--- src/rtl/axis_pulse_meta_reader_pkg.sv ---
// Shared constants for the pulse metadata reader: UART frame layout and
// the frame-size helpers used by the top level and the serializer.
package axis_pulse_meta_reader_pkg;

    localparam int UART_BITS_PER_BYTE = 11;
    localparam int UART_DATA_BITS     = 7;
    localparam int UART_START_OFS     = 0;
    localparam int UART_DATA_OFS      = 1;
    localparam int UART_FLAG_OFS      = 8;
    localparam int UART_STOP_OFS      = 9;
    localparam int UART_PAD_OFS       = 10;

    // Number of 7-bit data slices needed to carry a counter of cnt_width bits
    function automatic int uart_num_bytes(input int cnt_width);
        return (cnt_width + UART_DATA_BITS - 1) / UART_DATA_BITS;
    endfunction

    // Total serial bits in one frame
    function automatic int uart_frame_bits(input int cnt_width);
        return uart_num_bytes(cnt_width) * UART_BITS_PER_BYTE;
    endfunction

endpackage

--- src/rtl/axis_pulse_meta_uart_tx.sv ---
// Framed UART serializer. A load captures the whole frame into a shift
// register; the line then advances one bit every (prescale+1) handshakes.
// The prescale value is captured at load so mid-frame changes are ignored.
module axis_pulse_meta_uart_tx
    import axis_pulse_meta_reader_pkg::*;
#(
    parameter int DATA_WIDTH     = 40,
    parameter int PRESCALE_WIDTH = 8
) (
    input  logic                      aclk,
    input  logic                      aresetn,
    input  logic                      load,
    input  logic [DATA_WIDTH-1:0]     data,
    input  logic                      hs,
    input  logic [PRESCALE_WIDTH-1:0] prescale,
    output logic                      line,
    output logic                      busy
);

    localparam int NUM_BYTES  = uart_num_bytes(DATA_WIDTH);
    localparam int FRAME_BITS = uart_frame_bits(DATA_WIDTH);
    localparam int PAD_WIDTH  = NUM_BYTES * UART_DATA_BITS;
    localparam int IDX_WIDTH  = $clog2(FRAME_BITS);
    localparam logic [IDX_WIDTH-1:0] LAST_IDX = IDX_WIDTH'(FRAME_BITS - 1);

    // Lay out start/data/flag/stop/pad for every byte, LSB first
    function automatic logic [FRAME_BITS-1:0] build_frame(input logic [DATA_WIDTH-1:0] value);
        logic [FRAME_BITS-1:0] frame;
        logic [PAD_WIDTH-1:0]  padded;
        padded = PAD_WIDTH'(value);
        frame  = '0;
        for (int b = 0; b < NUM_BYTES; b++) begin
            frame[b*UART_BITS_PER_BYTE + UART_START_OFS] = 1'b0;
            for (int d = 0; d < UART_DATA_BITS; d++) begin
                frame[b*UART_BITS_PER_BYTE + UART_DATA_OFS + d] = padded[b*UART_DATA_BITS + d];
            end
            frame[b*UART_BITS_PER_BYTE + UART_FLAG_OFS] = (b == 0) ? 1'b1 : 1'b0;
            frame[b*UART_BITS_PER_BYTE + UART_STOP_OFS] = 1'b1;
            frame[b*UART_BITS_PER_BYTE + UART_PAD_OFS]  = 1'b1;
        end
        return frame;
    endfunction

    logic [FRAME_BITS-1:0]     shift_r;
    logic [IDX_WIDTH-1:0]      idx_r;
    logic [PRESCALE_WIDTH-1:0] presc_cnt_r;
    logic [PRESCALE_WIDTH-1:0] presc_max_r;
    logic                      busy_r;
    logic                      line_r;
    logic [FRAME_BITS-1:0]     frame_s;

    assign frame_s = build_frame(data);

    // Serializer: load has priority, otherwise one prescaler tick per handshake while busy
    always_ff @(posedge aclk) begin
        if (!aresetn) begin
            shift_r     <= '1;
            idx_r       <= '0;
            presc_cnt_r <= '0;
            presc_max_r <= '0;
            busy_r      <= 1'b0;
            line_r      <= 1'b1;
        end else if (load) begin
            shift_r     <= frame_s;
            idx_r       <= '0;
            presc_cnt_r <= '0;
            presc_max_r <= prescale;
            busy_r      <= 1'b1;
            line_r      <= frame_s[0];
        end else if (hs && busy_r) begin
            if (presc_cnt_r == presc_max_r) begin
                presc_cnt_r <= '0;
                if (idx_r == LAST_IDX) begin
                    busy_r <= 1'b0;
                    line_r <= 1'b1;
                end else begin
                    idx_r   <= idx_r + IDX_WIDTH'(1);
                    shift_r <= {1'b1, shift_r[FRAME_BITS-1:1]};
                    line_r  <= shift_r[1];
                end
            end else begin
                presc_cnt_r <= presc_cnt_r + PRESCALE_WIDTH'(1);
            end
        end
    end

    assign line = line_r;
    assign busy = busy_r;

endmodule

--- src/rtl/axis_pulse_meta_reader.sv ---
// AXI4-Stream pass-through that taps sample MSBs into misc_data, counts key
// pulses (MSB rising edges), reflects each count serially on misc_data[1]
// and sends every 2**DECIM_LOG2-th count as a framed UART stream.
module axis_pulse_meta_reader
    import axis_pulse_meta_reader_pkg::*;
#(
    parameter int S_AXIS_TDATA_WIDTH = 40,
    parameter int M_AXIS_TDATA_WIDTH = 32,
    parameter int MISC_WIDTH         = 8,
    parameter int CNT_WIDTH          = 40,
    parameter int DECIM_LOG2         = 4,
    parameter int PRESCALE_WIDTH     = 8
) (
    input  logic                          aclk,
    input  logic                          aresetn,
    input  logic [PRESCALE_WIDTH-1:0]     cfg_prescale,
    input  logic                          cfg_truncate,
    output logic [MISC_WIDTH-1:0]         misc_data,
    output logic [CNT_WIDTH-1:0]          pulse_count,
    output logic                          uart_overrun,
    output logic                          s_axis_tready,
    input  logic [S_AXIS_TDATA_WIDTH-1:0] s_axis_tdata,
    input  logic                          s_axis_tvalid,
    input  logic                          m_axis_tready,
    output logic [M_AXIS_TDATA_WIDTH-1:0] m_axis_tdata,
    output logic                          m_axis_tvalid
);

    localparam int POS_WIDTH = $clog2(CNT_WIDTH);
    localparam logic [POS_WIDTH-1:0] POS_LAST = POS_WIDTH'(CNT_WIDTH - 1);

    logic                  enbl_r;
    logic                  key_latch_r;
    logic                  uart_overrun_r;
    logic [CNT_WIDTH-1:0]  pulse_count_r;
    logic [CNT_WIDTH-1:0]  reflect_buf_r;
    logic [POS_WIDTH-1:0]  reflect_pos_r;
    logic                  reflect_active_r;
    logic [MISC_WIDTH-1:0] misc_data_r;
    logic [MISC_WIDTH-1:0] misc_next_s;

    logic hs_s, key_s, key_edge_s, reflect_bit_s;
    logic uart_start_s, uart_load_s, uart_line_s, uart_busy_s;
    logic unused_tdata_s;

    assign s_axis_tready = enbl_r & m_axis_tready;
    assign m_axis_tvalid = enbl_r & s_axis_tvalid;
    assign m_axis_tdata  = s_axis_tdata[M_AXIS_TDATA_WIDTH-1:0];

    assign hs_s          = s_axis_tvalid & s_axis_tready;
    assign key_s         = s_axis_tdata[S_AXIS_TDATA_WIDTH-1];
    assign key_edge_s    = hs_s & key_s & ~key_latch_r;
    assign reflect_bit_s = reflect_buf_r[reflect_pos_r];
    assign uart_start_s  = key_edge_s & (pulse_count_r[DECIM_LOG2-1:0] == {DECIM_LOG2{1'b0}});
    // A start while busy either restarts the frame or is dropped
    assign uart_load_s   = uart_start_s & (~uart_busy_s | cfg_truncate);
    assign unused_tdata_s = ^s_axis_tdata;

    // Stream enable rises on the first cycle out of reset
    always_ff @(posedge aclk) begin
        if (!aresetn) begin
            enbl_r <= 1'b0;
        end else begin
            enbl_r <= 1'b1;
        end
    end

    // Key edge tracking, pulse counter and sticky overrun; all advance on handshake only
    always_ff @(posedge aclk) begin
        if (!aresetn) begin
            key_latch_r    <= 1'b0;
            pulse_count_r  <= '0;
            uart_overrun_r <= 1'b0;
        end else begin
            if (hs_s) begin
                key_latch_r <= key_s;
            end
            if (key_edge_s) begin
                pulse_count_r <= pulse_count_r + CNT_WIDTH'(1);
            end
            if (uart_start_s && uart_busy_s) begin
                uart_overrun_r <= 1'b1;
            end
        end
    end

    // Reflect shifter: restart on edge, otherwise walk LSB-first to the top bit and park
    always_ff @(posedge aclk) begin
        if (!aresetn) begin
            reflect_buf_r    <= '0;
            reflect_pos_r    <= POS_LAST;
            reflect_active_r <= 1'b0;
        end else if (key_edge_s) begin
            reflect_buf_r    <= pulse_count_r;
            reflect_pos_r    <= '0;
            reflect_active_r <= 1'b1;
        end else if (hs_s) begin
            if (reflect_pos_r != POS_LAST) begin
                reflect_pos_r    <= reflect_pos_r + POS_WIDTH'(1);
                reflect_active_r <= ((reflect_pos_r + POS_WIDTH'(1)) != POS_LAST);
            end else begin
                reflect_active_r <= 1'b0;
            end
        end
    end

    // Tap word: sample MSBs above, pre-update serial state below
    always_comb begin
        misc_next_s    = '0;
        misc_next_s[0] = uart_line_s;
        misc_next_s[1] = reflect_bit_s;
        misc_next_s[2] = reflect_active_r;
        misc_next_s[3] = key_edge_s;
        for (int i = 4; i < MISC_WIDTH; i++) begin
            misc_next_s[i] = s_axis_tdata[S_AXIS_TDATA_WIDTH - MISC_WIDTH + i];
        end
    end

    // Register the tap word once per handshake
    always_ff @(posedge aclk) begin
        if (!aresetn) begin
            misc_data_r <= '0;
        end else if (hs_s) begin
            misc_data_r <= misc_next_s;
        end
    end

    axis_pulse_meta_uart_tx #(
        .DATA_WIDTH     (CNT_WIDTH),
        .PRESCALE_WIDTH (PRESCALE_WIDTH)
    ) u_uart_tx (
        .aclk     (aclk),
        .aresetn  (aresetn),
        .load     (uart_load_s),
        .data     (pulse_count_r),
        .hs       (hs_s),
        .prescale (cfg_prescale),
        .line     (uart_line_s),
        .busy     (uart_busy_s)
    );

    assign misc_data    = misc_data_r;
    assign pulse_count  = pulse_count_r;
    assign uart_overrun = uart_overrun_r;

endmodule

--- config.mk ---
export PLATFORM = sky130hd
export DESIGN_NAME = axis_pulse_meta_reader
export DESIGN_NICKNAME = d
export VERILOG_FILES = /design/src/rtl/axis_pulse_meta_reader_pkg.sv /design/src/rtl/axis_pulse_meta_uart_tx.sv /design/src/rtl/axis_pulse_meta_reader.sv
export SDC_FILE = /design/constraint.sdc
export NUM_CORES = 1
export LEC_CHECK = 0
export CAP_MARGIN = 20
export CELL_PAD_IN_SITES_DETAIL_PLACEMENT = 2
export CELL_PAD_IN_SITES_GLOBAL_PLACEMENT = 2
export CORE_MARGIN = 5
export CORE_UTILIZATION = 35
export CTS_CLUSTER_SIZE = 24
export DETAILED_ROUTE_END_ITERATION = 10
export GPL_TIMING_DRIVEN = 0
export PLACE_DENSITY = 0.95
export SLEW_MARGIN = 20
export SYNTH_ARGS = -nofsm -noshare
export SYNTH_HDL_FRONTEND = slang
export SYNTH_SLANG_ARGS = --single-unit
--- constraint.sdc ---
create_clock -name aclk -period 4.4 [get_ports aclk]
set_clock_uncertainty 0.05 [all_clocks]
set_input_delay 0.88 -clock aclk [delete_from_list [all_inputs] [get_ports aclk]]
set_output_delay 0.88 -clock aclk [all_outputs]
set_load 0.005 [all_outputs]
# Word level (Yosys, flattened, before mapping)
# Cells that the tools add are included.
# totals
reg_bits,187
input_bits,53
output_inout_bits,83
# op_classes
n_eq_ne,5
magnitude_cmp,1
addsub,4
reduce_logical,16
n_bitwise,12
n_mux,22
# ops
cell,count
2-to-1 mux 64 bit,4
"adder 40 x 1 -> 40 bit, second input constant",1
2-to-1 mux 6 bit,3
2-to-1 mux 1 bit,13
"!= test 6 bit, second input constant",2
nonzero test 2 bit,5
AND reduction 3 bit,3
"adder 8 x 1 -> 8 bit, second input constant",1
== test 8 bit,1
2-to-1 mux 8 bit,1
"adder 7 x 1 -> 7 bit, second input constant",1
AND 1 bit,7
"== test 7 bit, second input constant",1
"less-than comparator 6 x 7 -> 1 bit, second input constant",1
"adder 6 x 1 -> 6 bit, second input constant",1
binary-select mux 1 bit (select 6 bit),1
AND reduction 2 bit,3
zero test 4 bit,1
inverter 1 bit,4
OR reduction 2 bit,2
logical AND 1 bit,2
"!= test 2 x 1 -> 1 bit, second input constant",1
OR 1 bit,1

# Depth between registers and ports, before layout
# logic_depth
depth_word,8
depth_mapped,10
depth_no_buf,7

# By module
# From an unflattened synthesis, not the netlist that was laid out.
# hier_totals
hier_cells,1005
hier_area_um2,8883.5
# by_module_without_submodules
mod,cells_each,instances,area_per_inst_um2,seq_area_each_um2
axis_pulse_meta_reader,546,1,4808.4,1941.9
axis_pulse_meta_uart_tx,459,1,4075.2,1761.7

# Worst setup path after synthesis
# Ideal clock, no wire load.
# synth_timing
kind,in2reg
from,in s_axis_tvalid
to,reg u_uart_tx.shift_r[49]
required_time_ps,4231
path_slack_ps,1996
arrival_ps,2235
path_stages,6
path_cell_list,nand3_1 or4_1 buf_2 buf_2 clkbuf_1 o221a_2
# synth_via
elab_chain_cells,7
word_cells_on_any_way,11
classes_between,eq/ne (1); mux (1); bitwise (5); reduce/logical (4)
# synth_rtl
element,line_no,source
start: declaration,axis_pulse_meta_reader.sv:23,"input logic s_axis_tvalid,"
AND 1 bit (*),axis_pulse_meta_reader.sv:50,assign hs_s = s_axis_tvalid & s_axis_tready;
AND 1 bit (2 in a row),axis_pulse_meta_reader.sv:52,assign key_edge_s = hs_s & key_s & ~key_latch_r;
AND 1 bit,axis_pulse_meta_reader.sv:54,assign uart_start_s = key_edge_s & (pulse_count_r[DECIM_LOG2-1:0] == {DECIM_LOG2{1'b0}});
AND 1 bit,axis_pulse_meta_reader.sv:56,assign uart_load_s = uart_start_s & (~uart_busy_s | cfg_truncate);
!= test 2 x 1 -> 1 bit (no line) / nonzero test 2 bit (equally long branches),-,
AND reduction 3 bit (no line),-,
end signal: assignment,axis_pulse_meta_uart_tx.sv:64,shift_r <= frame_s;
end signal: assignment,axis_pulse_meta_uart_tx.sv:78,"shift_r <= {1'b1, shift_r[FRAME_BITS-1:1]};"
end: declaration,axis_pulse_meta_uart_tx.sv:44,logic [FRAME_BITS-1:0] shift_r;
# Every way passes the cells marked *; elsewhere a longest branch is shown, timed or not.
# A chain may end at the register's enable or synchronous reset.

# Final worst setup path
# layout_timing
from,in aresetn
to,reg reflect_pos_r[2]
# layout_rtl
element,line_no,source
start: declaration,axis_pulse_meta_reader.sv:15,"input logic aresetn,"
end signal: assignment,axis_pulse_meta_reader.sv:99,reflect_pos_r <= reflect_pos_r + POS_WIDTH'(1);
end: declaration,axis_pulse_meta_reader.sv:37,logic [POS_WIDTH-1:0] reflect_pos_r;
# No word-level cell between the ends.

==> metrics.md <==
| Metric | Value |
|---|---|
| Status | completed |
| Vias in the first global route | 10400 |
| Power density over the cells | 334 mW/mm^2 |
| Iter 0 DRT Violations | 800 |
| Worst min-delay path class | reg -> reg |
| ANT nets after route | 0 |
| Slowest stage delay, CP | 0.71 ns |
| Core Area | 0.0253 sq mm |
| Pleak | 3.97 nW |
| IO Count | 136 |
| Final Hold Fails | 0 |
| Maxcap violations | 0 |
| Cells along the critical path | clkdlybuf4s50_1, clkbuf_1, clkbuf_1, clkbuf_1, clkbuf_1, nand2_1 |
| Internal | 2.71 mW |
| # DRC | 0 |
| Relative slew slack | 40.3% |
| CP startpoint kind | primary input |
| Worst-path clk slew | 0.07 ns |
| H-Tree Depth | 4 |
| Critical Path End Type | flip-flop |
| Crit path DAT | 4.03 ns |
| Place WS | 0.374 ns |
| Critical Path Fanout Max | 10 |
| CTS sink cnt | 185 |
| Remaining global-route overflow | 0 |
| Critical path class | in -> reg |
| CP bufs+invs | 5 |
| # setup viols final | 0 |
| Worst Reg-to-Reg Cells | 8 |
| RSZ-0062 raised after global routing | no |
| WL/cell | 29.4 microns |
| P_sw | 0.976 mW |
| Via count | 9240 |
| CTS buffer count | 17 |
| Syn Nets | 1098 |
| Slowest cell on crit path | clkbuf_1 |
| Die X | 171 microns |
| Die H | 171 microns |
| Final Worst Setup Slack | 0.585 ns |
| Vias per cell | 6.16 |
| Sw Share | 26.5% |
| First-pass GRT wire length | 66.7 mm |
| Post-CTS Setup Repair Bufs | 0 |
| Combinational share of power | 8.2% |
| Clk Latency, worst-skew pair | 0.46 ns |
| Post_cts resized | 0 |
| # diodes | 0 |
| Initial Utilization | 35.7% |
| Synth Area per Inst | 8.69 sq um |
| Initial antenna violation count | 0 |
| Hold Path End | reflect_buf_r[28] |
| Fmax | 262 MHz |
| WHS Path Cells | 2 |
| Clk buf depth | 2 |
| FF-to-FF setup slack | 1.20 ns |
| Warnings from Yosys | 0 |
| Placer Congestion | 0.828 |
| Seq cells post-synth | 185 |
| Clock share of power | 45.0% |
| Dpl cell area | 0.0104 sq mm |
| Synth async-reset ratio | 0% |
| Final net count | 1216 |
| Port bufs | 99 |
| Top cell family by delay on the critical path | buffers and inverters |
| Synthesized cell area | 0.00902 sq mm |
| CTS tree | built |
| Reg2Reg Capture Point | u_uart_tx.shift_r[28] |
| Post-DP HPWL | 27.3 mm |
| Final WL | 44.1 mm |
| Layout cells sized above 1 | 10.2% |
| Worst path most repeated cell | clkbuf_1 |
| Finished Cell Area | 0.0110 sq mm |
| Num rows | 58 |
| Hold Startpoint | reflect_buf_r[28] |
| CTS root buffer | clkbuf_16 |
| Fill cells | 2725 |
| Post-CTS Hold Fix Bufs | 0 |
| Worst slew pin tran | 0.884 ns |
| EDFF count, synth | 0 |
| Final worst-path cycle share | 86.7% |
| Slew Limit Fails | 0 |
| Minimum clock period | 3.82 ns |
| Layout Area Growth over Synthesis | 22.2% |
| Die ar. | 0.0291 sq mm |
| Register area share after synthesis | 41.1% |
| Flop pwr share | 46.7% |
| Synth area leaders | dfxtp_1, nand2_1, a21boi_0, nand3b_1, buf_4 |
| Final Util | 43.6% |
| Top FF cell, synth | dfxtp_1 |
| Setup TNS | 0 ns |
| Pre-antenna DRT Iters | 6 |
| Largest net degree at the start of global routing | 17 |
| Peak supply drop | 0.245 mV |
| R2R Path Start | u_uart_tx.idx_r[0] |
| Yosys cell types | 54 |
| Post-synth top area cell | dfxtp_1 |
| Yosys top cell area share | 41.1% |
| Critical Path RT | 4.61 ns |
| Synth Instances | 1038 |
| Total GRT Usage | 30.1% |
## kinds of logic (layout without fill, tap and decap cells)
logic type,count (synthesis),count (layout),share of synthesized area [%]
AO/OA/AOI/OAI,171,171,13.6
flip-flops,185,185,41.1
adder cells (fa/ha/maj),7,7,0.971
AND/OR/NAND/NOR,471,471,27.9
multiplexers,33,33,5.19
XOR/XNOR,39,39,3.79
buffers and inverters,132,263,7.44
## cell type report
cell class	instances	area, sq um	area share (%)
Tap cell	330	413	3.75
Inverter	13	50.0	0.454
Buffer	119	621	5.63
Clock buffer	20	457	4.14
Timing Repair Buffer	99	991	8.99
Clock inverter	12	141	1.28
Multi-Input combinational cell	721	4640	42.1
Sequential cell	185	3700	33.6
## metal layers
metal	GRT usage (%)	share of wire, %	up-vias
met5	0	0	-
met4	19.4	6.9	0
met3	4.99	5.5	202
met2	53.3	50	490
met1	33.4	37	4695
li1	-	-	3853
## worst max path at each step
stage / from / to / slack (ns) / cells past startpoint
final: aresetn / reflect_pos_r[2] / 0.58 / 6
after global routing: aresetn / reflect_pos_r[2] / 0.65 / 6
after CTS: aresetn / reflect_pos_r[2] / 0.70 / 6
after detailed placement: aresetn / reflect_pos_r[2] / 0.37 / 6
after global placement: aresetn / reflect_pos_r[2] / 0.43 / 6
after floorplan: s_axis_tvalid / u_uart_tx.shift_r[49] / 2.00 / 6
## layout by cell type, fill, tap and decap left out, types with 13 or more instances in the layout
cell and count:
dfxtp_1 185, nand2_1 165, clkdlybuf4s50_1 99, clkbuf_1 61, a21boi_0 53, nor3_1 45, nand3_1 44, nand3b_1 40
a21oi_1 35, buf_4 34, nand4_1 28, o21ai_0 26, xnor2_1 26, and2_1 26, mux2i_1 22, nor2_1 20
or3_1 19, nand2b_1 18, nor3b_1 17, clkbuf_16 17, o211ai_1 14, o221a_2 14, and3_1 13, buf_2 13
xor2_1 13
## registers in the layout (all words and copies together), names as in the netlist, 6 cells and up
register and flops:
misc_data 7, pulse_count 40, reflect_buf_r 40, reflect_pos_r 6, u_uart_tx.idx_r 7, u_uart_tx.presc_cnt_r 8, u_uart_tx.presc_max_r 8, u_uart_tx.shift_r 63
## power groups by stage
stage	logic, mW	clock network [mW]	registers [mW]
after detailed placement	0.280	0	1.76
after global routing	0.315	1.72	1.72
after floorplan	0.159	0	1.75
final	0.303	1.66	1.72
after CTS	0.299	1.66	1.72
after global placement	0.264	0	1.75
## worst reg2reg max path, cell delays in order, from the launching register on
cell      delay [ns]
dfxtp_1         0.46
ha_1            0.19
nor4b_1         0.31
and3b_1         0.22
clkbuf_1        0.39
clkbuf_1        0.41
clkbuf_1        0.55
nor3_1          0.19
nor3_1          0.33
## stage by stage
stage | power (mW) | instances | hold WS (ns)
floorplan | 1.91 | 1038 | 0.390
global placement | 2.02 | 1467 | 0.398
detailed placement | 2.04 | 1467 | 0.410
CTS | 3.68 | 1499 | 0.424
global route | 3.76 | 1499 | 0.446
finish | 3.68 | 1499 | 0.420
## synth_stat cells, drive strengths merged, types with 3 or more instances
cell type and number:
nor2b 9, dfxtp 185, a21boi 60, or3b 3
xor2 13, nor3 46, nand2 165, buf 59
nand2b 18, ha 7, nand4 28, and3 13
nand3b 42, mux2i 22, nand3 44, or3 19
clkbuf 60, mux4 11, o221a 14, o211ai 14
inv 12, o21ai 26, xnor2 26, a21oi 35
and4 9, nor3b 17, a311oi 11, nor4 5
and2 26, nor2 20
(Power assumes the default switching activity.)
